**config.mk**
```make
export PLATFORM = sky130hd
export DESIGN_NAME = muldiv_sequencer
export DESIGN_NICKNAME = d
export VERILOG_FILES = /design/src/rtl/muldiv_sequencer.sv
export SDC_FILE = /design/constraint.sdc
export NUM_CORES = 1
export LEC_CHECK = 0
export BUFFER_PORTS_ARGS = -buffer_cell sky130_fd_sc_hd__buf_2
export CAP_MARGIN = 20
export CORE_MARGIN = 3
export CORE_UTILIZATION = 30
export DETAILED_ROUTE_END_ITERATION = 16
export GPL_TIMING_DRIVEN = 0
export PLACE_DENSITY = 0.45
export SYNTH_ARGS = -nofsm -noshare
export SYNTH_HDL_FRONTEND = slang
export SYNTH_SLANG_ARGS = --single-unit
```
**constraint.sdc**
```tcl
create_clock -name clock -period 4.9 [get_ports clock]
set_input_delay 1.47 -clock clock [delete_from_list [all_inputs] [get_ports clock]]
set_output_delay 1.47 -clock clock [all_outputs]
set_load 0.02 [all_outputs]
```
**src/rtl/muldiv_sequencer.sv**
```systemverilog
// Iterative MIPS-style multiply/divide unit owning the HI/LO pair.
// Resolves one product or quotient bit per cycle and stalls EX while busy.
module muldiv_sequencer #(
    parameter int NB_DATA     = 32,
    parameter int NB_FUNCTION = 6
) (
    input  logic                   clock,
    input  logic                   reset,
    input  logic                   i_valid,
    input  logic [NB_FUNCTION-1:0] i_funct,
    input  logic [NB_DATA-1:0]     i_rs,
    input  logic [NB_DATA-1:0]     i_rt,
    output logic                   o_busy,
    output logic                   o_done,
    output logic [NB_DATA-1:0]     o_result,
    output logic [NB_DATA-1:0]     o_hi,
    output logic [NB_DATA-1:0]     o_lo
);

    localparam int CNT_W = $clog2(NB_DATA);
    localparam logic [CNT_W-1:0] LAST_COUNT = CNT_W'(NB_DATA - 1);

    localparam logic [NB_FUNCTION-1:0] FN_MFHI  = NB_FUNCTION'(6'b010000);
    localparam logic [NB_FUNCTION-1:0] FN_MTHI  = NB_FUNCTION'(6'b010001);
    localparam logic [NB_FUNCTION-1:0] FN_MFLO  = NB_FUNCTION'(6'b010010);
    localparam logic [NB_FUNCTION-1:0] FN_MTLO  = NB_FUNCTION'(6'b010011);
    localparam logic [NB_FUNCTION-1:0] FN_MULT  = NB_FUNCTION'(6'b011000);
    localparam logic [NB_FUNCTION-1:0] FN_MULTU = NB_FUNCTION'(6'b011001);
    localparam logic [NB_FUNCTION-1:0] FN_DIV   = NB_FUNCTION'(6'b011010);
    localparam logic [NB_FUNCTION-1:0] FN_DIVU  = NB_FUNCTION'(6'b011011);

    typedef enum logic [1:0] {
        ST_IDLE,
        ST_MUL,
        ST_DIV,
        ST_FIX
    } state_t;

    state_t                 state_q, state_d;
    logic [CNT_W-1:0]       count_q, count_d;
    logic [2*NB_DATA-1:0]   acc_q, acc_d;
    logic [NB_DATA-1:0]     opB_q, opB_d;
    logic                   isDiv_q, isDiv_d;
    logic                   negLow_q, negLow_d;
    logic                   negHigh_q, negHigh_d;
    logic                   divZero_q, divZero_d;
    logic [NB_DATA-1:0]     hi_q, hi_d;
    logic [NB_DATA-1:0]     lo_q, lo_d;
    logic                   busy_q, busy_d;
    logic                   done_q, done_d;

    logic                   isMulDiv;
    logic                   isSignedOp;
    logic                   isDivOp;
    logic                   rsNeg;
    logic                   rtNeg;
    logic [NB_DATA-1:0]     rsMag;
    logic [NB_DATA-1:0]     rtMag;
    logic                   accept;

    logic [NB_DATA:0]       mulSum;
    logic [NB_DATA:0]       remShift;
    logic                   remFits;
    logic [NB_DATA-1:0]     remDiff;
    logic [NB_DATA-1:0]     quotMag;
    logic [NB_DATA-1:0]     remMag;
    logic [2*NB_DATA-1:0]   prodSigned;

    // Operand decode; signed forms work on magnitudes and reapply signs in FIX.
    always_comb begin
        isMulDiv   = (i_funct == FN_MULT) || (i_funct == FN_MULTU) ||
                     (i_funct == FN_DIV)  || (i_funct == FN_DIVU);
        isSignedOp = (i_funct == FN_MULT) || (i_funct == FN_DIV);
        isDivOp    = (i_funct == FN_DIV)  || (i_funct == FN_DIVU);
        rsNeg      = isSignedOp && i_rs[NB_DATA-1];
        rtNeg      = isSignedOp && i_rt[NB_DATA-1];
        rsMag      = rsNeg ? (~i_rs + 1'b1) : i_rs;
        rtMag      = rtNeg ? (~i_rt + 1'b1) : i_rt;
        accept     = (state_q == ST_IDLE) && i_valid && isMulDiv;
    end

    // Per-iteration arithmetic for both the shift-add and restoring paths.
    always_comb begin
        mulSum     = {1'b0, acc_q[2*NB_DATA-1:NB_DATA]} +
                     (acc_q[0] ? {1'b0, opB_q} : {(NB_DATA+1){1'b0}});
        remShift   = {acc_q[2*NB_DATA-1:NB_DATA], acc_q[NB_DATA-1]};
        remFits    = (remShift >= {1'b0, opB_q});
        remDiff    = NB_DATA'(remShift - {1'b0, opB_q});
        quotMag    = acc_q[NB_DATA-1:0];
        remMag     = acc_q[2*NB_DATA-1:NB_DATA];
        prodSigned = negLow_q ? (~acc_q + 1'b1) : acc_q;
    end

    always_ff @(posedge clock) begin
        if (!reset) begin
            state_q   <= ST_IDLE;
            count_q   <= '0;
            acc_q     <= '0;
            opB_q     <= '0;
            isDiv_q   <= 1'b0;
            negLow_q  <= 1'b0;
            negHigh_q <= 1'b0;
            divZero_q <= 1'b0;
            hi_q      <= '0;
            lo_q      <= '0;
            busy_q    <= 1'b0;
            done_q    <= 1'b0;
        end else begin
            state_q   <= state_d;
            count_q   <= count_d;
            acc_q     <= acc_d;
            opB_q     <= opB_d;
            isDiv_q   <= isDiv_d;
            negLow_q  <= negLow_d;
            negHigh_q <= negHigh_d;
            divZero_q <= divZero_d;
            hi_q      <= hi_d;
            lo_q      <= lo_d;
            busy_q    <= busy_d;
            done_q    <= done_d;
        end
    end

    always_comb begin
        state_d = state_q;
        case (state_q)
            ST_IDLE: begin
                if (accept) begin
                    state_d = isDivOp ? ST_DIV : ST_MUL;
                end
            end
            ST_MUL, ST_DIV: begin
                if (count_q == LAST_COUNT) begin
                    state_d = ST_FIX;
                end
            end
            ST_FIX:  state_d = ST_IDLE;
            default: state_d = ST_IDLE;
        endcase
    end

    // Datapath and registered status; busy/done are precomputed from state_d.
    always_comb begin
        count_d   = count_q;
        acc_d     = acc_q;
        opB_d     = opB_q;
        isDiv_d   = isDiv_q;
        negLow_d  = negLow_q;
        negHigh_d = negHigh_q;
        divZero_d = divZero_q;
        hi_d      = hi_q;
        lo_d      = lo_q;
        busy_d    = (state_d != ST_IDLE);
        done_d    = (state_d == ST_FIX);

        case (state_q)
            ST_IDLE: begin
                if (accept) begin
                    count_d   = '0;
                    isDiv_d   = isDivOp;
                    negLow_d  = rsNeg ^ rtNeg;
                    negHigh_d = rsNeg;
                    divZero_d = (i_rt == '0);
                    if (isDivOp) begin
                        acc_d = {{NB_DATA{1'b0}}, rsMag};
                        opB_d = rtMag;
                    end else begin
                        acc_d = {{NB_DATA{1'b0}}, rtMag};
                        opB_d = rsMag;
                    end
                end else if (i_valid && (i_funct == FN_MTHI)) begin
                    hi_d = i_rs;
                end else if (i_valid && (i_funct == FN_MTLO)) begin
                    lo_d = i_rs;
                end
            end
            ST_MUL: begin
                acc_d   = {mulSum, acc_q[NB_DATA-1:1]};
                count_d = count_q + 1'b1;
            end
            ST_DIV: begin
                if (remFits) begin
                    acc_d = {remDiff, acc_q[NB_DATA-2:0], 1'b1};
                end else begin
                    acc_d = {remShift[NB_DATA-1:0], acc_q[NB_DATA-2:0], 1'b0};
                end
                count_d = count_q + 1'b1;
            end
            ST_FIX: begin
                if (isDiv_q) begin
                    // A zero divisor leaves the dividend as remainder; only LO is forced.
                    lo_d = divZero_q ? {NB_DATA{1'b1}} :
                           (negLow_q ? (~quotMag + 1'b1) : quotMag);
                    hi_d = negHigh_q ? (~remMag + 1'b1) : remMag;
                end else begin
                    hi_d = prodSigned[2*NB_DATA-1:NB_DATA];
                    lo_d = prodSigned[NB_DATA-1:0];
                end
            end
            default: begin
                count_d = '0;
            end
        endcase
    end

    always_comb begin
        o_result = '0;
        if (i_funct == FN_MFHI) begin
            o_result = hi_q;
        end else if (i_funct == FN_MFLO) begin
            o_result = lo_q;
        end
    end

    assign o_busy = busy_q;
    assign o_done = done_q;
    assign o_hi   = hi_q;
    assign o_lo   = lo_q;

endmodule
```
# == Word level (Yosys, flattened, before mapping) ==
# Cells that the tools add are included.
# W data, S select, Z words.
# totals
elab_cells,97
output_inout_bits,98
reg_bits,173
inputBits,73
# classes
bitwise,6
n_lt_le_gt_ge,1
n_reduce_logical,23
mux,29
addsub,8
n_eq_ne,18
# op_table
operator,count
$mux W32,17
$mux W64,3
$pmux W64 S3,1
$add A32 B1 Y32 const B,4
$not A32 Y32,4
$pmux W32 S2,2
$add A64 B1 Y64 const B,1
$not A64 Y64,1
$eq A6 B5 Y1 const B,8
$add A32 B32 Y33,1
$ge A33 B32 Y1,1
$logic_not A32 Y1,1
$sub A32 B32 Y32,1
$pmux W5 S2,1
$eq A2 B2 Y1 const B,3
$logic_and A1 B1 Y1,6
$mux W2,3
$ne A2 B2 Y1 const B,3
$pmux W2 S3,1
$reduce_and A2 Y1,3
$reduce_bool A2 Y1,3
$add A5 B1 Y5 const B,1
$eq A5 B5 Y1 const B,1
$logic_or A1 B1 Y1,5
other kinds (9),10

# == Logic depth before layout (Yosys ltp) ==
# logic_depth
word_depth,8
depth_mapped,15
ltp_nobuf,13

# == Least setup slack after synthesis ==
# No wires, ideal clock.
# synth_path
path_type,input -> output
startpoint,input i_funct[1]
endpoint,output o_result[10]
n_path_buf,2
arrival_time_ns,2.671
stages,4
t_required_ns,3.430
slack_ns,0.759
cell_sequence,clkbuf_1 buf_1 mux2i_1 nor2_1
# synth_between
elab_chain_cells,3
word_cells_on_any_way,4
classes_between,eq/ne: 2; mux: 2
# synth_rtl
element,line,rtl
from (decl),10,"input logic [NB_FUNCTION-1:0] i_funct,"
$eq A6 B5 Y1,210,end else if (i_funct == FN_MFLO) begin
$mux W32,210,
$mux W32 *,208,if (i_funct == FN_MFHI) begin
to (decl),15,"output logic [NB_DATA-1:0] o_result,"
# Every way passes the cells marked *; elsewhere a longest branch is shown, timed or not.

# == Worst setup path in the final report ==
# layout_path
startpoint,input i_funct[2]
endpoint,register opB_q[27]
# layout_between
elab_chain_cells,6
word_cells_on_any_way,16
classes_between,eq/ne: 4; mux: 3; reduce/logical: 9
# layout_rtl
element,line,rtl
$eq A6 B5 Y1 (on tied branches),"71, 73",
$logic_or A1 B1 Y1 (2 in series),71,isMulDiv = (i_funct == FN_MULT) || (i_funct == FN_MULTU) ||
$logic_or A1 B1 Y1,72,(i_funct == FN_DIV) || (i_funct == FN_DIVU);
$logic_and A1 B1 Y1,79,accept = (state_q == ST_IDLE) && i_valid && isMulDiv;
$reduce_and A2 Y1 (no source line),--,
to (signal assigned),112,opB_q <= opB_d;
to (decl),42,"logic [NB_DATA-1:0] opB_q, opB_d;"
# Parallel ways exist; a longest one is shown, timed or not.
# A chain may end at the register's enable or synchronous reset.

==> reports/metrics.yaml <==
cp_data_required_time_ns: 5.32
status: "finished clean"
worst_pin_slew_ns: 1.089
worst_hold_path_type: "reg -> reg"
first_iter_violations: 1957
synth_top_area_share_pct: 22.91
die-area_mm2: 0.05311
initial_core_util_pct: 30.62
wl_um: 74200
gp_congestion: 0.9808
avgRoutedWirePerCell_um: 25.14
cp_max_fo: 10
switching_share_pct: 35.02
area_growth_syn_to_layout_pct: 15.48
tns_ns: 0
synth_seq_area_share_pct: 22.91
synth.most_common_cell: "a21oi_1"
first_global_vias: 15680
vias_per_cell: 5.809
hold_start: "opB_q[3]"
yosysTopAreaCell: "dfxtp_1"
slew_headroom_pct: 26.46
syn_area_mm2: 0.01511
critPathLaunchType: "input pin"
drcViolationCount: 0
overflow: 0
antenna_cells: 0
holdBufCountCts: 0
startpoint: "i_funct[2]"
postRouteAntennaNets: 0
peakVddDrop_mv: 0.2509
internal_power_mw: 2.335
antenna_found_initial: 1
post-cts-setup-buffers: 0
drive_gt1_share_pct: 10.66
yosys_warnings: 0
synth_edf_count: 0
vias: 17150
p_per_area_mw_per_mm2: 205.9
p_clk_share_pct: 41.8
grt_use_total_pct: 27.07
async_flop_share_pct: 0
grt_pass1_wl_um: 107100
cts.sinks: 173
synth_common_cells: "a21oi_1, nand2_1, nor2_1"
numCtsBuffers: 17
path_class: "in -> reg"
syn-num-nets: 2235
seqPwrFrac_pct: 40.1
grt_max_degree: 22
pin_count: 171
dr.pass1.iters: 8
die_y_um: 230.5
hold_viol: 0
place.detailed.hpwl_um: 60290
finalWorstSetupSlack_ns: 0.1979
cp-end-kind: "flip-flop"
r2r_start: "acc_q[0]"
clock_skew_ns: 0.01644
fin_crit_sh_pct: 95.96
fp-row-count: 81
clock_latency_ns: 0.51
cp.arrival_ns: 5.13
nets: 2425
htreeDepth: 4
ctsLongestPathBuffers: 2
leakage_nw: 7.196
path_clk_slew_ns: 0.08
synth.ff_latch_count: 173
yosysUniqueCellTypes: 78
finalSetupViolCount: 0
syn-instance-count: 2085
min_period_ns: 4.702
portBuffers: 170
power_frac_comb_pct: 18.1
ys.flop_type: "dfxtp_1"
chipWidth_um: 230.5
ff2ff_setup_slack_ns: 0.31
p_sw_mw: 1.259
pre_cts_ws_ns: -0.6977
fmax_mhz: 212.7
clock-root-buffer: "clkbuf_16"
core_area_mm2: 0.04936
cap_violations: 0
avgSynthCellArea_um2: 7.249
rsz0062_at_grt: "false"
cts_tree: "done"
yosys-top-cells-area: "dfxtp_1, a21oi_1, xnor2_1"
slew_violations: 0
[cell usage in the layout, fill, tap and decap left out, types with 38 or more instances in the layout]
master / Yosys / final
buf_2: 6 / 177
a21oi_1: 235 / 235
clkbuf_1: 125 / 121
nor3_1: 41 / 41
a21o_1: 38 / 38
xnor2_1: 111 / 111
nand2_1: 218 / 218
o21ai_0: 136 / 136
mux2i_1: 71 / 71
inv_1: 65 / 65
ha_1: 75 / 75
dfxtp_1: 173 / 173
nor2_1: 214 / 213
xor2_1: 61 / 61
[critical path, cell delays in order]
cell	delay [ns]
buf_2	0.11
nor4bb_2	0.58
nor2b_1	0.79
and2_1	0.22
clkbuf_1	0.27
clkbuf_1	0.43
o31ai_1	0.17
xnor2_1	0.36
nor2_1	0.08
a211oi_1	0.47
a21oi_1	0.08
nor2_1	0.10
[through the flow]
stage	instance area, um^2	hold slack (ns)	total power, mW	instances	util [%]
floorplan	15110	0.4319	1.839	2085	-
global placement	16800	0.4456	2.104	2919	34.03
detailed placement	16800	0.4494	2.105	2921	34.05
CTS	17440	0.4613	3.595	2952	35.33
global route	17450	0.4872	3.692	2952	35.36
finish	17450	0.4562	3.593	2952	35.36
[flip-flops by register name, summed over array words and instances (netlist names)]
| name | flops |
|---|---|
| acc_q | 64 |
| o_hi | 32 |
| o_lo | 32 |
| opB_q | 32 |
| count_q | 5 |
| state_q | 2 |
| divZero_q | 1 |
| isDiv_q | 1 |
| negHigh_q | 1 |
| negLow_q | 1 |
| o_busy | 1 |
| o_done | 1 |
[power groups by stage]
stage          combinational, mW  sequential [mW]  clock [mW]
6_report                   0.651             1.44        1.50
5_1_grt                    0.691             1.44        1.56
4_1_cts                    0.635             1.44        1.52
3_5_place_dp               0.632             1.47           0
3_3_place_gp               0.632             1.47           0
2_1_floorplan              0.373             1.47           0
[cell families (layout without fill, tap and decap cells)]
kind of cell | count (synthesis) | in the layout | synth area share, %
buffers and inverters | 212 | 415 | 5.464
AOI/OAI and AO/OA | 710 | 710 | 29.80
xor gates and xnor gates | 172 | 172 | 9.967
muxes | 73 | 73 | 4.851
DFF | 173 | 173 | 22.91
adders and majority gates | 77 | 77 | 6.474
and+or+nand+nor | 668 | 668 | 20.53
[repair_timing]
action,4_1_cts,5_1_grt
pin swaps,0,0
resized for setup,1,6
setup endpoints to repair,40,18
[worst paths after layout]
path,endpoint,cells past startpoint
max,opB_q[27],12
min,opB_q[3],2
max reg2reg,acc_q[62],14
min reg2reg,opB_q[3],2
[cell type report]
class                   instances  area [um^2]
repair buffers                173        867.1
inverters                      65        244.0
multi-input cells            1700        10840
flip-flops and latches        173         3463
plain buffers                 145        576.8
fillers                      5377        31900
clock inverters                15        207.7
well taps                     664        830.8
clock buffers                  17        425.4
[metal layers]
layer,GRT usage [%],share of wire (%)
met3,3.467,7.0
met4,9.548,3.3
met1,39.29,47
met2,40.96,43
met5,0,0
Power figures use the tool's default switching activity.
